===== config.mk =====
export PLATFORM = sky130hd
export DESIGN_NAME = s2p_buf_flat
export DESIGN_NICKNAME = d
export VERILOG_FILES = /design/src/rtl/p2s_pkg.sv /design/src/rtl/s2p_buf_if.sv /design/src/rtl/s2p_buf.sv /design/src/flat_wrapper.sv
export SDC_FILE = /design/constraint.sdc
export NUM_CORES = 1
export LEC_CHECK = 0
export ABC_AREA = 1
export CAP_MARGIN = 20
export CORE_UTILIZATION = 56
export CTS_CLUSTER_SIZE = 30
export DETAILED_ROUTE_END_ITERATION = 6
export GPL_TIMING_DRIVEN = 0
export PLACE_DENSITY = 0.84
export SLEW_MARGIN = 20
export SYNTH_ARGS = -nofsm -noshare
export SYNTH_HDL_FRONTEND = slang
export SYNTH_SLANG_ARGS = --single-unit

===== constraint.sdc =====
create_clock -name clk -period 3.3 [get_ports clk]
set_input_delay 0.66 -clock clk [delete_from_list [all_inputs] [get_ports clk]]
set_output_delay 0.66 -clock clk [all_outputs]
set_load 0.05 [all_outputs]

===== src/rtl/p2s_pkg.sv =====
// p2s_pkg: types and defaults shared by the p2s serializer and s2p_buf.
package p2s_pkg;
  typedef enum logic {FILL, HOLD} s2p_state_t;
  localparam int P2S_NUM_DEFAULT = 8;
endpackage


===== src/rtl/s2p_buf_if.sv =====
// s2p_buf_if: serial input and parallel valid/ready output bundle of s2p_buf.
interface s2p_buf_if #(parameter int NUM = 8);
  logic           s_data;
  logic           s_valid;
  logic           s_ready;
  logic [NUM-1:0] p_data;
  logic           p_valid;
  logic           p_ready;
  modport slave  (input s_data, s_valid, p_ready, output s_ready, p_data, p_valid);
  modport master (output s_data, s_valid, p_ready, input s_ready, p_data, p_valid);
endinterface


===== src/rtl/s2p_buf.sv =====
// s2p_buf: reassembles LSB-first serial words and presents them on a
// valid/ready port, with one extra word of buffering in the shift register.
module s2p_buf
  import p2s_pkg::*;
#(
  parameter int NUM = P2S_NUM_DEFAULT
) (
  input  logic      clk,
  input  logic      rstn,
  s2p_buf_if.slave  bus
);
  localparam int CW = $clog2(NUM);
  s2p_state_t     state_q;
  logic [CW-1:0]  cnt_q;
  logic [NUM-1:0] sh_q;
  logic [NUM-1:0] p_data_q;
  logic           p_valid_q;
  logic [NUM-1:0] w;
  logic           s_beat;
  logic           p_beat;
  logic           last;
  assign bus.s_ready = state_q == FILL;
  assign bus.p_data  = p_data_q;
  assign bus.p_valid = p_valid_q;
  assign w      = {bus.s_data, sh_q[NUM-1:1]};
  assign s_beat = bus.s_valid && state_q == FILL;
  assign p_beat = p_valid_q && bus.p_ready;
  assign last   = cnt_q == CW'(NUM - 1);
  always_ff @(posedge clk or negedge rstn) begin
    if (!rstn) begin
      state_q   <= FILL;
      cnt_q     <= '0;
      sh_q      <= '0;
      p_data_q  <= '0;
      p_valid_q <= 1'b0;
    end else if (state_q == FILL) begin
      if (p_beat) p_valid_q <= 1'b0;
      if (s_beat) begin
        if (!last) begin
          sh_q  <= w;
          cnt_q <= cnt_q + 1'b1;
        end else begin
          cnt_q <= '0;
          // a draining or empty output register takes the word directly
          if (!p_valid_q || bus.p_ready) begin
            p_data_q  <= w;
            p_valid_q <= 1'b1;
          end else begin
            sh_q    <= w;
            state_q <= HOLD;
          end
        end
      end
    end else if (p_beat) begin
      p_data_q <= sh_q;
      state_q  <= FILL;
    end
  end
endmodule


===== src/flat_wrapper.sv =====
// flat-port wrapper written by rule: the top's interface ports become plain ports
module s2p_buf_flat import p2s_pkg::*;
#(
  parameter int NUM = P2S_NUM_DEFAULT
)
  (clk, rstn, bus_s_data, bus_s_valid, bus_p_ready, bus_s_ready, bus_p_data, bus_p_valid);
  s2p_buf_if #(.NUM(NUM)) bus_i ();
  input  logic clk;
  input  logic rstn;
  input wire logic [$bits(bus_i.s_data)-1:0] bus_s_data;
  input wire logic [$bits(bus_i.s_valid)-1:0] bus_s_valid;
  input wire logic [$bits(bus_i.p_ready)-1:0] bus_p_ready;
  output wire logic [$bits(bus_i.s_ready)-1:0] bus_s_ready;
  output wire logic [$bits(bus_i.p_data)-1:0] bus_p_data;
  output wire logic [$bits(bus_i.p_valid)-1:0] bus_p_valid;
  assign bus_i.s_data = bus_s_data;
  assign bus_i.s_valid = bus_s_valid;
  assign bus_i.p_ready = bus_p_ready;
  assign bus_s_ready = bus_i.s_ready;
  assign bus_p_data = bus_i.p_data;
  assign bus_p_valid = bus_i.p_valid;
  s2p_buf #(.NUM(NUM)) u_core (.clk(clk), .rstn(rstn), .bus(bus_i));
endmodule

; ---- Word-level counts from Yosys, hierarchy flattened
; Cells that the tools add are included.
[totals]
romBits = 0
out_inout_bits = 10
reg_bits = 21
latchBits = 0
wordCells = 37
in_bits = 5
mem_bits_rw = 0
mem_count = 0
[op_classes]
n_div = 0
magnitude_cmp = 0
reduce_logical = 10
addsub = 1
n_eq_ne = 3
n_mul = 0
shifts = 0
bitwise_logic = 1
n_mux = 17
[op_table]
columns = op, n
row1 = $mux 8, 7
row2 = $mux 1, 9
row3 = $reduce_bool 2->1, 3
row4 = $ne 2x2->1 const B, 2
row5 = $reduce_and 4->1, 1
row6 = $add 3x1->3 const B, 1
row7 = $eq 3x3->1 const B, 1
row8 = $mux 3, 1
row9 = $reduce_and 3->1, 1
row10 = $logic_and 1x1->1, 2
row11 = $reduce_and 2->1, 1
row12 = $logic_not 1->1, 1
row13 = $logic_or 1x1->1, 1
row14 = $not 1->1, 1

; ---- Depth between registers and ports, before layout
[logic_depth]
word_depth = 6
mapped_depth = 7
ltp_nobuf = 6

; ---- Worst setup path after synthesis
; OpenSTA, ideal clock, no wires.
[synth_timing]
path_kind = register to output
start = reg u_core.state_q
end = out bus_s_ready
arrival_time_ns = 0.753
required_time_ns = 2.640
stages_incl_launch_ff = 3
path_slack_ns = 1.887
cell_sequence = dfrtp_1 -> buf_6 -> inv_2
[synth_between]
elab_chain_cells = 1
[synth_rtl]
columns = item, line
row1 = from (decl), s2p_buf.sv:13  ; s2p_state_t state_q;
row2 = from (signal assigned), s2p_buf.sv:31  ; state_q <= FILL;
row3 = from (signal assigned), s2p_buf.sv:50  ; state_q <= HOLD;
row4 = from (signal assigned), s2p_buf.sv:56  ; state_q <= FILL;
row5 = $not 1->1 (no source line), n/a
row6 = to (decl), flat_wrapper.sv:13  ; output wire logic [$bits(bus_i.s_ready)-1:0] bus_s_ready;
; Every way passes these cells.

; ---- Worst setup path in the final report
; Ends and elaborated chain as after synthesis.

==> impl_results.md <==
- DR vias/cell: between 5 and 6
- H-tree Lvls: 1
- Worst Hold Class: register to register
- I/O pin total: 15
- Clock slew at reported path FFs: 0.12 ns
- Cell area after synthesis: 1030 um^2
- Avg WL per Cell: 11.8 um
- Fraction of layout instances using a drive strength above 1: 0.142
- RR Endpoint: u_core.sh_q[5]
- Final RePlAce weighted congestion: 0.762
- Nature of the critical path startpoint: register
- Chip Width: 44.8 um
- Clock Sinks: 21
- Site Rows: 15
- CP endpoint kind: output pin
- Fin nets: 142
- Leakage: about 0.58 nW
- Setup Skew: 0.0105 ns
- Final Cycle Share: 0.743
- I/O Buffers: 14
- Overall via count from detail_route: 842
- Resized Gates After CTS: 0
- Netlist cell types: 16
- Initial antenna violation count: 0
- CTS tree: yes
- Die footprint: 2010 um^2
- Largest net degree at the start of global routing: 22
- Max IR drop VDD: 0.512 mV
- Sequential area share after synthesis: 0.512
- Worst skew pair latency: 0.31 ns
- Total power: 1.10 mW
- Residual DRC: 0
- Worst rel slew slack: 0.395
- CP max FO: 10
- Final HPWL from detailed placement: 1440 um
- Fin. Hold Viols: 0
- Synth warnings: 0
- Final Instance Area: about 1200 um^2
- Antenna Cells: 0
- Syn_area_per_cell: 8.86 um^2
- Hold Crit Start: u_core.cnt_q[2]
- Syn nets: 123
- Dpl ws: ~1.2 ns
- Setup Fix Bufs, Post-CTS: 0
- Final Worst Setup Slack: 0.849 ns
- Reg2Reg Depth: 7
- Initial Util: 0.595
- CTS Root Cell: clkbuf_4
- 1st-iter DRT viols: 36
- R2r setup slk: 1.85 ns
- Antenna Violating Nets Remaining: 0
- Grt ovf: 0
- Area delta synth->final: 19.4%
- Hold depth: 2
- Pwr/cell area: roughly 900 nW/um^2
- First-pass GRT wire length: 3220 um
- Commonest non-fill, non-tap cells in the layout: 36 x nand2_1, 21 x dfrtp_1, 17 x nand3_1
- Worst Setup Path Type: register to output pin
- Worst-Margin Slew: 0.905 ns
- Cell count after synthesis: 116
- Total of max-cap violations: 0
- Core Region: about 1700 um^2
- WHS Endpoint: u_core.cnt_q[2]
- Placed cell area: 1200 um^2
- Total CTS buffers: 3
- DIE HEIGHT: 44.8 um
- Worst Hold Slack: 0.502 ns
- Launch point of the worst reg-to-reg path: u_core.cnt_q[0]
- Most common cell after layout, fill and taps aside: nand2_1
- Hold Buf Count CTS: 0
- CP Data Required Time: 2.64 ns
- WP data arrival: 1.79 ns
- GRT Util Overall: 0.225
- Fmax: 408 MHz
- RSZ-0062 raised after global routing: false
- Synth Register Bits: 21
- Number of global-route vias before repair: 746
- Total negative slack: 0 ns
- Clock buffer depth: 2
- Outcome: complete, no violations
- Final min period: ~2.5 ns
- Detailed Route WL: 1870 um
- Drt pass-1 iters: 4
- Final Max Slew Viols: 0
- Final setup violation count: 0
[worst max-delay path by stage]
stage,start,to,cells after the start
finish,u_core.state_q,bus_s_ready,3
global route,u_core.state_q,bus_s_ready,3
CTS,u_core.state_q,bus_s_ready,3
detailed placement,u_core.state_q,bus_s_ready,3
global placement,u_core.state_q,bus_s_ready,3
floorplan,u_core.state_q,bus_s_ready,2
[cell usage after synthesis]
cell type | number | area share
buf_6 | 2 | 0.022
clkbuf_1 | 1 | 0.0037
dfrtp_1 | 21 | 0.51
ha_1 | 2 | 0.024
inv_1 | 10 | 0.037
inv_2 | 1 | 0.0037
nand2_1 | 36 | 0.13
nand2_2 | 2 | 0.012
nand2_4 | 2 | 0.022
nand3_1 | 17 | 0.083
nand3_4 | 1 | 0.017
nor2_4 | 1 | 0.011
o21a_1 | 1 | 0.0073
o21ai_0 | 11 | 0.054
o21ai_1 | 2 | 0.0097
o21ai_2 | 6 | 0.051
[per-stage QoR]
step | instances | utilization
2_1_floorplan | 116 | -
3_3_place_gp | 155 | 0.694
3_5_place_dp | 155 | 0.694
4_1_cts | 159 | 0.710
5_1_grt | 159 | 0.710
6_report | 159 | 0.710
[routing by layer]
metal	GRT usage	up-vias	wire length, um
met4	0.121	0	48
met3	0.0240	4	77
li1	-	422	-
met2	0.359	27	853
met1	0.304	389	896
met5	0	-	0
[state kept, by name (all words and copies together), names as in the netlist]
register	count
u_core.bus.p_data	8
u_core.cnt_q	3
u_core.sh_q	8
u_core.bus.p_valid	1
u_core.state_q	1
[worst max-delay path, stage by stage, from the launching register on]
cell	delay, ns
dfrtp_1	0.45
buf_6	0.17
inv_2	0.07
clkdlybuf4s50_1	0.79
[power by group]
group | internal [mW] | switching [mW] | leakage, nW
clock | 0.0453 | 0.0795 | 0.0177
sequential | 0.360 | 0.0703 | 0.271
combinational | 0.189 | 0.354 | 0.293
[cell families after synthesis]
group / after synthesis / synth area share
AND/OR/NAND/NOR: 59 / 0.276
flip-flops: 21 / 0.512
AO/OA/AOI/OAI: 20 / 0.122
buffers and inverters: 14 / 0.0658
adder cells (fa/ha/maj): 2 / 0.0244
[final cells by class]
class / count / area, um^2
Buffer: 3 / 26.3
Clock buffer: 3 / 22.5
Clock inverter: 1 / 5.00
Fill cell: 145 / 500
Inverter: 11 / 41.3
Multi-Input combinational cell: 81 / 434
Sequential cell: 21 / 526
Tap cell: 25 / 31.3
Timing Repair Buffer: 14 / 140
Note: power is estimated with default switching activity, not from simulation.
